`config.mk`:
```
export PLATFORM = sky130hd
export DESIGN_NAME = regfile_sb_flat
export DESIGN_NICKNAME = d
export VERILOG_FILES = /design/src/rtl/regfile_pkg.sv /design/src/rtl/regfile_sb_if.sv /design/src/rtl/regfile_scoreboard.sv /design/src/rtl/regfile_sb.sv /design/src/flat_wrapper.sv
export SDC_FILE = /design/constraint.sdc
export NUM_CORES = 1
export LEC_CHECK = 0
export CORE_ASPECT_RATIO = 0.5
export CORE_MARGIN = 2
export CORE_UTILIZATION = 36
export DETAILED_ROUTE_END_ITERATION = 10
export GPL_TIMING_DRIVEN = 0
export PLACE_DENSITY_LB_ADDON = 0.3
export SYNTH_ARGS = -nofsm -noshare
export SYNTH_HDL_FRONTEND = slang
export SYNTH_SLANG_ARGS = --single-unit
```
`constraint.sdc`:
```
create_clock -name clk -period 2.9 [get_ports clk]
set_input_delay 0.58 -clock clk [delete_from_list [all_inputs] [get_ports clk]]
set_output_delay 0.58 -clock clk [all_outputs]
set_load 0.02 [all_outputs]
```
`src/rtl/regfile_pkg.sv`:
```
// Shared types and helpers for the regfile_sb register file.
// Sweep state encoding and per-index reset values.
package regfile_pkg;

  typedef enum logic {
    INIT,
    RUN
  } state_t;

  function automatic int init_value(
    input int idx,
    input int num_regs
  );
    return (idx == num_regs - 1) ? 0 : idx;
  endfunction

endpackage

```
`src/rtl/regfile_sb_if.sv`:
```
// Decode/writeback-facing bus of the regfile_sb register file.
// master drives reads, writes and reservations; slave is the file.
interface regfile_sb_if #(
  parameter int DATA_W   = 8,
  parameter int NUM_REGS = 4
);
  localparam int ADDR_W = $clog2(NUM_REGS);

  logic              read_en_A;
  logic              read_en_B;
  logic [ADDR_W-1:0] addr_read_A;
  logic [ADDR_W-1:0] addr_read_B;
  logic [DATA_W-1:0] data_out_A;
  logic [DATA_W-1:0] data_out_B;
  logic              busy_A;
  logic              busy_B;
  logic              write_en;
  logic [ADDR_W-1:0] addr_write;
  logic [DATA_W-1:0] data_in;
  logic              rsv_en;
  logic [ADDR_W-1:0] rsv_addr;
  logic              ready;

  modport master (
    output read_en_A, read_en_B,
    output addr_read_A, addr_read_B,
    output write_en, addr_write, data_in,
    output rsv_en, rsv_addr,
    input  data_out_A, data_out_B,
    input  busy_A, busy_B, ready
  );

  modport slave (
    input  read_en_A, read_en_B,
    input  addr_read_A, addr_read_B,
    input  write_en, addr_write, data_in,
    input  rsv_en, rsv_addr,
    output data_out_A, data_out_B,
    output busy_A, busy_B, ready
  );

endinterface

```
`src/rtl/regfile_scoreboard.sv`:
```
// Busy-bit scoreboard: reserve sets, write clears, set wins on collision.
// Optional REGFILE_BYPASS_EN hides busy for a register written this cycle.
module regfile_scoreboard #(
  parameter int NUM_REGS = 4,
  parameter int ADDR_W   = $clog2(NUM_REGS)
) (
  input  logic              clk,
  input  logic              sync_rst,
  input  logic              run,
  input  logic              rsv_en,
  input  logic [ADDR_W-1:0] rsv_addr,
  input  logic              write_en,
  input  logic [ADDR_W-1:0] addr_write,
  input  logic              read_en_A,
  input  logic [ADDR_W-1:0] addr_read_A,
  input  logic              read_en_B,
  input  logic [ADDR_W-1:0] addr_read_B,
  output logic              busy_A,
  output logic              busy_B
);

  logic [NUM_REGS-1:0] busy_q;
  logic [NUM_REGS-1:0] busy_d;

  always_comb begin
    busy_d = busy_q;
    if (run) begin
      if (write_en) busy_d[addr_write] = 1'b0;
      if (rsv_en)   busy_d[rsv_addr]   = 1'b1;
    end
  end

  always_ff @(posedge clk) begin
    if (sync_rst) busy_q <= '0;
    else          busy_q <= busy_d;
  end

  function automatic logic lookup(
    input logic              en,
    input logic [ADDR_W-1:0] a
  );
    logic b;
    b = en & busy_q[a];
`ifdef REGFILE_BYPASS_EN
    if (run && write_en && en && a == addr_write &&
        !(rsv_en && rsv_addr == a))
      b = 1'b0;
`endif
    return b;
  endfunction

  assign busy_A = lookup(read_en_A, addr_read_A);
  assign busy_B = lookup(read_en_B, addr_read_B);

endmodule

```
`src/rtl/regfile_sb.sv`:
```
// Register file with init sweep, 2 async reads, 1 sync write, scoreboard.
// Define REGFILE_BYPASS_EN for same-cycle write-to-read forwarding.
import regfile_pkg::*;

module regfile_sb #(
  parameter  int DATA_W   = 8,
  parameter  int NUM_REGS = 4,
  localparam int ADDR_W   = $clog2(NUM_REGS)
) (
  input logic         clk,
  input logic         sync_rst,
  regfile_sb_if.slave bus
);

  state_t            state_q;
  state_t            state_d;
  logic [ADDR_W-1:0] cnt_q;
  logic [DATA_W-1:0] regs [NUM_REGS];
  logic              run;
  logic [DATA_W-1:0] data_a;
  logic [DATA_W-1:0] data_b;

  assign run       = (state_q == RUN);
  assign bus.ready = run;

  always_comb begin
    state_d = state_q;
    unique case (state_q)
      INIT: if (cnt_q == ADDR_W'(NUM_REGS - 1)) state_d = RUN;
      RUN:  state_d = RUN;
    endcase
  end

  always_ff @(posedge clk) begin
    if (sync_rst) begin
      state_q <= INIT;
      cnt_q   <= '0;
    end else begin
      state_q <= state_d;
      if (!run) cnt_q <= cnt_q + 1'b1;
    end
  end

  // Data array has no reset; the sweep is what initialises it.
  always_ff @(posedge clk) begin
    if (!sync_rst) begin
      if (!run)
        regs[cnt_q] <= DATA_W'(init_value(int'(cnt_q), NUM_REGS));
      else if (bus.write_en)
        regs[bus.addr_write] <= bus.data_in;
    end
  end

  always_comb begin
    data_a = bus.read_en_A ? regs[bus.addr_read_A] : '0;
    data_b = bus.read_en_B ? regs[bus.addr_read_B] : '0;
`ifdef REGFILE_BYPASS_EN
    if (run && bus.write_en && bus.read_en_A &&
        bus.addr_read_A == bus.addr_write)
      data_a = bus.data_in;
    if (run && bus.write_en && bus.read_en_B &&
        bus.addr_read_B == bus.addr_write)
      data_b = bus.data_in;
`endif
  end

  assign bus.data_out_A = data_a;
  assign bus.data_out_B = data_b;

  regfile_scoreboard #(
    .NUM_REGS (NUM_REGS),
    .ADDR_W   (ADDR_W)
  ) u_sb (
    .clk         (clk),
    .sync_rst    (sync_rst),
    .run         (run),
    .rsv_en      (bus.rsv_en),
    .rsv_addr    (bus.rsv_addr),
    .write_en    (bus.write_en),
    .addr_write  (bus.addr_write),
    .read_en_A   (bus.read_en_A),
    .addr_read_A (bus.addr_read_A),
    .read_en_B   (bus.read_en_B),
    .addr_read_B (bus.addr_read_B),
    .busy_A      (bus.busy_A),
    .busy_B      (bus.busy_B)
  );

endmodule

```
`src/flat_wrapper.sv`:
```
// flat-port wrapper written by rule: the top's interface ports become plain ports
module regfile_sb_flat 
#(
  parameter  int DATA_W   = 8,
  parameter  int NUM_REGS = 4,
  localparam int ADDR_W   = $clog2(NUM_REGS)
)
  (clk, sync_rst, bus_read_en_A, bus_read_en_B, bus_addr_read_A, bus_addr_read_B, bus_write_en, bus_addr_write, bus_data_in, bus_rsv_en, bus_rsv_addr, bus_data_out_A, bus_data_out_B, bus_busy_A, bus_busy_B, bus_ready);
  regfile_sb_if #(.DATA_W(DATA_W), .NUM_REGS(NUM_REGS)) bus_i ();
  input logic clk;
  input logic sync_rst;
  input wire logic [$bits(bus_i.read_en_A)-1:0] bus_read_en_A;
  input wire logic [$bits(bus_i.read_en_B)-1:0] bus_read_en_B;
  input wire logic [$bits(bus_i.addr_read_A)-1:0] bus_addr_read_A;
  input wire logic [$bits(bus_i.addr_read_B)-1:0] bus_addr_read_B;
  input wire logic [$bits(bus_i.write_en)-1:0] bus_write_en;
  input wire logic [$bits(bus_i.addr_write)-1:0] bus_addr_write;
  input wire logic [$bits(bus_i.data_in)-1:0] bus_data_in;
  input wire logic [$bits(bus_i.rsv_en)-1:0] bus_rsv_en;
  input wire logic [$bits(bus_i.rsv_addr)-1:0] bus_rsv_addr;
  output wire logic [$bits(bus_i.data_out_A)-1:0] bus_data_out_A;
  output wire logic [$bits(bus_i.data_out_B)-1:0] bus_data_out_B;
  output wire logic [$bits(bus_i.busy_A)-1:0] bus_busy_A;
  output wire logic [$bits(bus_i.busy_B)-1:0] bus_busy_B;
  output wire logic [$bits(bus_i.ready)-1:0] bus_ready;
  assign bus_i.read_en_A = bus_read_en_A;
  assign bus_i.read_en_B = bus_read_en_B;
  assign bus_i.addr_read_A = bus_addr_read_A;
  assign bus_i.addr_read_B = bus_addr_read_B;
  assign bus_i.write_en = bus_write_en;
  assign bus_i.addr_write = bus_addr_write;
  assign bus_i.data_in = bus_data_in;
  assign bus_i.rsv_en = bus_rsv_en;
  assign bus_i.rsv_addr = bus_rsv_addr;
  assign bus_data_out_A = bus_i.data_out_A;
  assign bus_data_out_B = bus_i.data_out_B;
  assign bus_busy_A = bus_i.busy_A;
  assign bus_busy_B = bus_i.busy_B;
  assign bus_ready = bus_i.ready;
  regfile_sb #(.DATA_W(DATA_W), .NUM_REGS(NUM_REGS)) u_core (.clk(clk), .sync_rst(sync_rst), .bus(bus_i));
endmodule
```
# == Word level (Yosys, flattened, before mapping) ==
# Memories as Yosys holds them, arrays and structs flattened.
# Index checks and enable logic that the tools add are counted.
# op_classes
muxes,26
bitwise_logic,6
n_eq_ne,2
magnitude_cmp,6
n_addsub,1
reduce_logical,3
# ops
operator,n
$mux 8,3
$mux 1,13
$lt 2x3->1 const B,4
$mux 4,3
$reduce_or 8->1,1
$and 4x4->4,1
$bmux 1 s2,2
$demux 1 s2,2
$ge 2x1->1 const B,2
$mux 2,2
$not 4->4,1
$or 4x4->4,1
$add 2x1->2 const B,1
$and 1x1->1,2
$eq 2x1->1 const B,1
$eq 2x2->1 const B,1
$logic_and 1x1->1,2
$pmux 1 s2,1
$not 1->1,1
# word_totals
memories,1
ramBits,32
output_inout_bits,19
ff_bits,7
# memory_table
memory,depth,word_bits,read_ports,rd_ports_with_merged_regs,write_ports,line_no,text
u_core.regs,4,8,2,0,1,regfile_sb.sv:18,logic [DATA_W-1:0] regs [NUM_REGS];

# == Longest topological paths before layout ==
# depth
word_depth,10
ltp_mapped,5

# == Hierarchy ==
# A second synthesis with hierarchy kept.
# hier_totals
cells_unflattened,124
hier_area_um2,1984.4
# by_module_without_submodules
mod,seq_area_each_um2,area_per_inst_um2,n_inst,cells_per_inst
regfile_sb,1021.0,1744.2,1,104
regfile_scoreboard,80.1,240.2,1,20

# == Least setup slack after synthesis ==
# No wires, ideal clock.
# synth_timing
path_kind,input-to-reg
start,in sync_rst
end,mem u_core.regs[1][0] (enable)
cell_stages,5
slack_ps,731
setup_time_ps,383
arrival_time_ps,1785
path_buffers,2
path_cell_list,buf_6 > and3b_1 > buf_6 > mux2i_2 > nor3_1
# synth_via
elab_chain_cells,4
word_cells_on_any_way,7
cone_classes,mux (6); reduce/logical (1)
# synth_rtl
element,line_no,text
start: declaration,flat_wrapper.sv:11,input logic sync_rst;
$mux 1,regfile_sb.sv:46,if (!sync_rst) begin
$mux 1 (implied by the code),regfile_sb.sv:50,regs[bus.addr_write] <= bus.data_in;
$reduce_or 8->1 (no source line),-,
$mux 2 (no source line) or $mux 1 (tied branches),-,
end: declaration,regfile_sb.sv:18,
# Parallel ways exist; a longest one is shown, timed or not.

# == Worst setup path after layout ==
# layout_timing
start,in bus_addr_read_B[0]
end,out bus_data_out_B[4]
# layout_via
elab_chain_cells,2
# layout_rtl
element,line_no,text
start: declaration,flat_wrapper.sv:15,input wire logic [$bits(bus_i.addr_read_B)-1:0] bus_addr_read_B;
$mem_v2 4x8,-,
$mux 8,regfile_sb.sv:56,data_b = bus.read_en_B ? regs[bus.addr_read_B] : '0;
end: declaration,flat_wrapper.sv:22,output wire logic [$bits(bus_i.data_out_B)-1:0] bus_data_out_B;
# No other way between the ends.

==> parameters.txt <==
Parameter                              Value

STA
  Final Slew Violations ... 0
  Tightest slew margin relative to the limit ... 43.2%
  Hold violation count in the final report ... 0
  Timing-limited maximum frequency ... 0.367 GHz
  Worst Max-Slew Pin Slew ... 851 ps
  Unrepaired setup endpoints after global routing ... false
  Final period util ... 94.1%
  Total setup violations reported at the end of the flow ... 0
  Worst Clk Skew ... 5.76 ps
  Clock period minus final worst setup slack ... 2730 ps
  Post-route setup slack ... 172 ps

Cells and area
  Most common library cell in the layout ignoring fill and taps ... clkdlybuf4s50_1
  Antenna fix cells ... 0
  FILL cells ... 469
  Post-Route Utilization ... 47.4%
  Layout Area Growth over Synthesis ... 29.2%
  Number of nets in the final layout ... 196
  Proportion of layout cells with a drive suffix above 1 ... 23.8%
  Most used cells in the layout excluding fill and tap cells ... clkdlybuf4s50_1, edfxtp_1, and2_1, mux4_2, dfxtp_1

Routing
  Total via count after detailed routing ... 1227
  Drc violations ... 0
  Total detailed-routing wirelength ... 3.84 mm
  Number of iterations in the first detailed-routing pass ... 4
  Mean number of vias per cell ... 5.01
  DRC violation total after the first TritonRoute iteration ... 68
  Mean routed wirelength per cell ... 15.7 um
  Routed Antenna Nets ... 0

Clock network
  Clock Path Buffers ... 2
  Number of levels in the clock H-tree ... 2
  Clock slew seen by the registers of the worst setup and hold paths ... 70 ps
  Number of buffers added by the clock tree synthesis step ... 5
  CTS tree ... done
  Number of buffers inserted to repair setup after CTS ... 0
  Number of buffers added to fix hold violations after cts ... 0
  TritonCTS sink count ... 39
  Buffer type at the clock tree root ... clkbuf_8
  Number of gates resized after cts ... 0
  Clock insertion delay at the later pin of the skew report ... 280 ps

Logic synthesis
  Number of enable flip-flop cells after synthesis ... 32
  Post-synthesis average cell area ... 15.4 sq um
  Synthesized cell area ... 1980 sq um
  Synth Net Count ... 154
  Cells after synthesis ... 129
  Synthesis warning total ... 0
  Top cells by area, synth ... edfxtp_1, mux4_2, dfxtp_1, and2_1, and2_2
  Post-synth cell types ... 28
  Synth Flop Type ... edfxtp_1
  Register area share after synthesis ... 55.6%
  Register bit total from synthesis ... 39
  Share of Yosys cell area claimed by the top area cell type ... 48.5%
  Proportion of synthesized flip-flops having asynchronous set or reset ... 0%
  Library cell occupying the most area in the post-synthesis netlist ... edfxtp_1

Floorplan
  X dimension of the die ... 109 um
  Starting density of the core ... 36.7%
  I/O pin count ... 41
  Total number of placement rows ... 19
  Height of the chip ... 56.5 um
  Die area ... 6150 sq um
  Area of the core region ... 5400 sq um

Critical path
  Critical path peak fanout ... 9
  Register-to-register path setup slack ... 810 ps
  FF-to-FF End ... u_core.regs[0][0]
  Worst reg2reg startpoint ... u_core.bus.ready
  Critical path, cell by cell ... buf_2 -> mux4_2 -> and2_1 -> clkdlybuf4s50_1
  Depth of the most critical reg-to-reg path ... 4
  CP Capture Type ... primary output
  Delay of the slowest critical-path stage ... 560 ps
  CP startpoint kind ... input pin
  CP Data Required Time ... 2320 ps
  Class of the most critical setup path ... in2out
  Arrival @ worst endpoint ... 2150 ps
  Slowest CP cell ... mux4_2

Worst hold path
  Path class of the lowest-slack min-delay path ... reg2reg
  Hold Startpoint ... u_core.u_sb.busy_q[3]
  Hold path cells ... 2
  Hold Crit Endpoint ... u_core.u_sb.busy_q[3]

Global routing
  Total gr overflow ... 0
  Number of global-route vias before repair ... 1254
  First-pass GRT wire length ... 6.25 mm
  Antenna violations before repair ... 0
  Total GRT Usage ... 14.1%
  Pin count of the biggest net entering global routing ... 13

Power and ir drop
  Max rail drop VDD ... 0.000271 V
  Leakage power ... 0.882 nW
  PD cells ... 583 nW/um^2

Flow run
  Total of max-cap violations ... 0

Run status
  Run status ... completed

Placed design
  Total of buffers placed on input and output ports ... 35
  Final Wtd Congestion ... 0.672
  Post-DP HPWL ... 2.76 mm
  Post-placement worst setup slack ... -203 ps
==> cell type report <==
cell class	count	area, sq um	share of cell area (%)
inverter	4	15.0	0.587
clock inverter	2	60.1	2.35
sequential	39	1100	43.0
clock buffer	6	72.6	2.83
multi-input combinational	79	825	32.2
timing repair buffer	35	350	13.7
tap	73	91.3	3.57
buffer	7	45.0	1.76
==> registers in the layout, indices dropped and copies added, names as in the netlist <==
signal,cells
u_core.u_sb.busy_q,4
u_core.bus.ready,1
u_core.regs,32
u_core.cnt_q,2
==> cell families after synthesis <==
family          after synthesis  share of synthesized area, %
xor+xnor                      1                         0.442
buf+inv                      11                          3.03
mux                          21                          22.3
simple gates                 45                          13.8
fa+ha+maj                     3                          1.90
compound gates                9                          2.91
flops                        39                          55.6
==> report_power, final <==
group | switching [mW] | internal, mW | leakage, nW | total (mW)
clock network | 0.173 | 0.344 | 0.0654 | 0.516
logic | 0.133 | 0.147 | 0.463 | 0.280
registers | 0.0285 | 0.668 | 0.354 | 0.696
total | 0.334 | 1.16 | 0.882 | 1.49
==> through the flow <==
step                hold WS, ps  area, sq um  TNS [ps]  instances  power, mW
floorplan                   441         1980         0        129      0.876
finish                      490         2560         0        245       1.49
detailed placement          484         2420     -1620        237      0.991
global placement            470         2420     -1010        237      0.981
CTS                         493         2550         0        245       1.50
global route                503         2560         0        245       1.56
==> cell usage after synthesis, drive strengths merged (3+ instances only) <==
cell	instances
dfxtp	7
and2	25
nor2	5
nand2	3
ha	3
o21ai	3
buf	5
nand3	4
edfxtp	32
mux4	18
inv	4
==> metal layers <==
metal	part of all wire [%]	global-route usage, %
met4	0.26	3.66
met5	0	0
met1	45	19.3
met2	50	22.5
met3	4.2	3.37
==> worst max path at each step <==
stage | from | endpoint
finish | bus_addr_read_B[0] | bus_data_out_B[4]
CTS | bus_write_en | u_core.regs[1][0]
detailed placement | bus_write_en | u_core.regs[1][6]
global placement | bus_write_en | u_core.regs[1][7]
global route | bus_addr_read_B[1] | bus_data_out_B[4]
floorplan | sync_rst | u_core.regs[1][0]
==> critical path: cells and delay by family <==
family        cells  cell delay [ps]
buf+inv           2              830
simple gates      1              180
mux               1              560
Power figures use the tool's default switching activity.
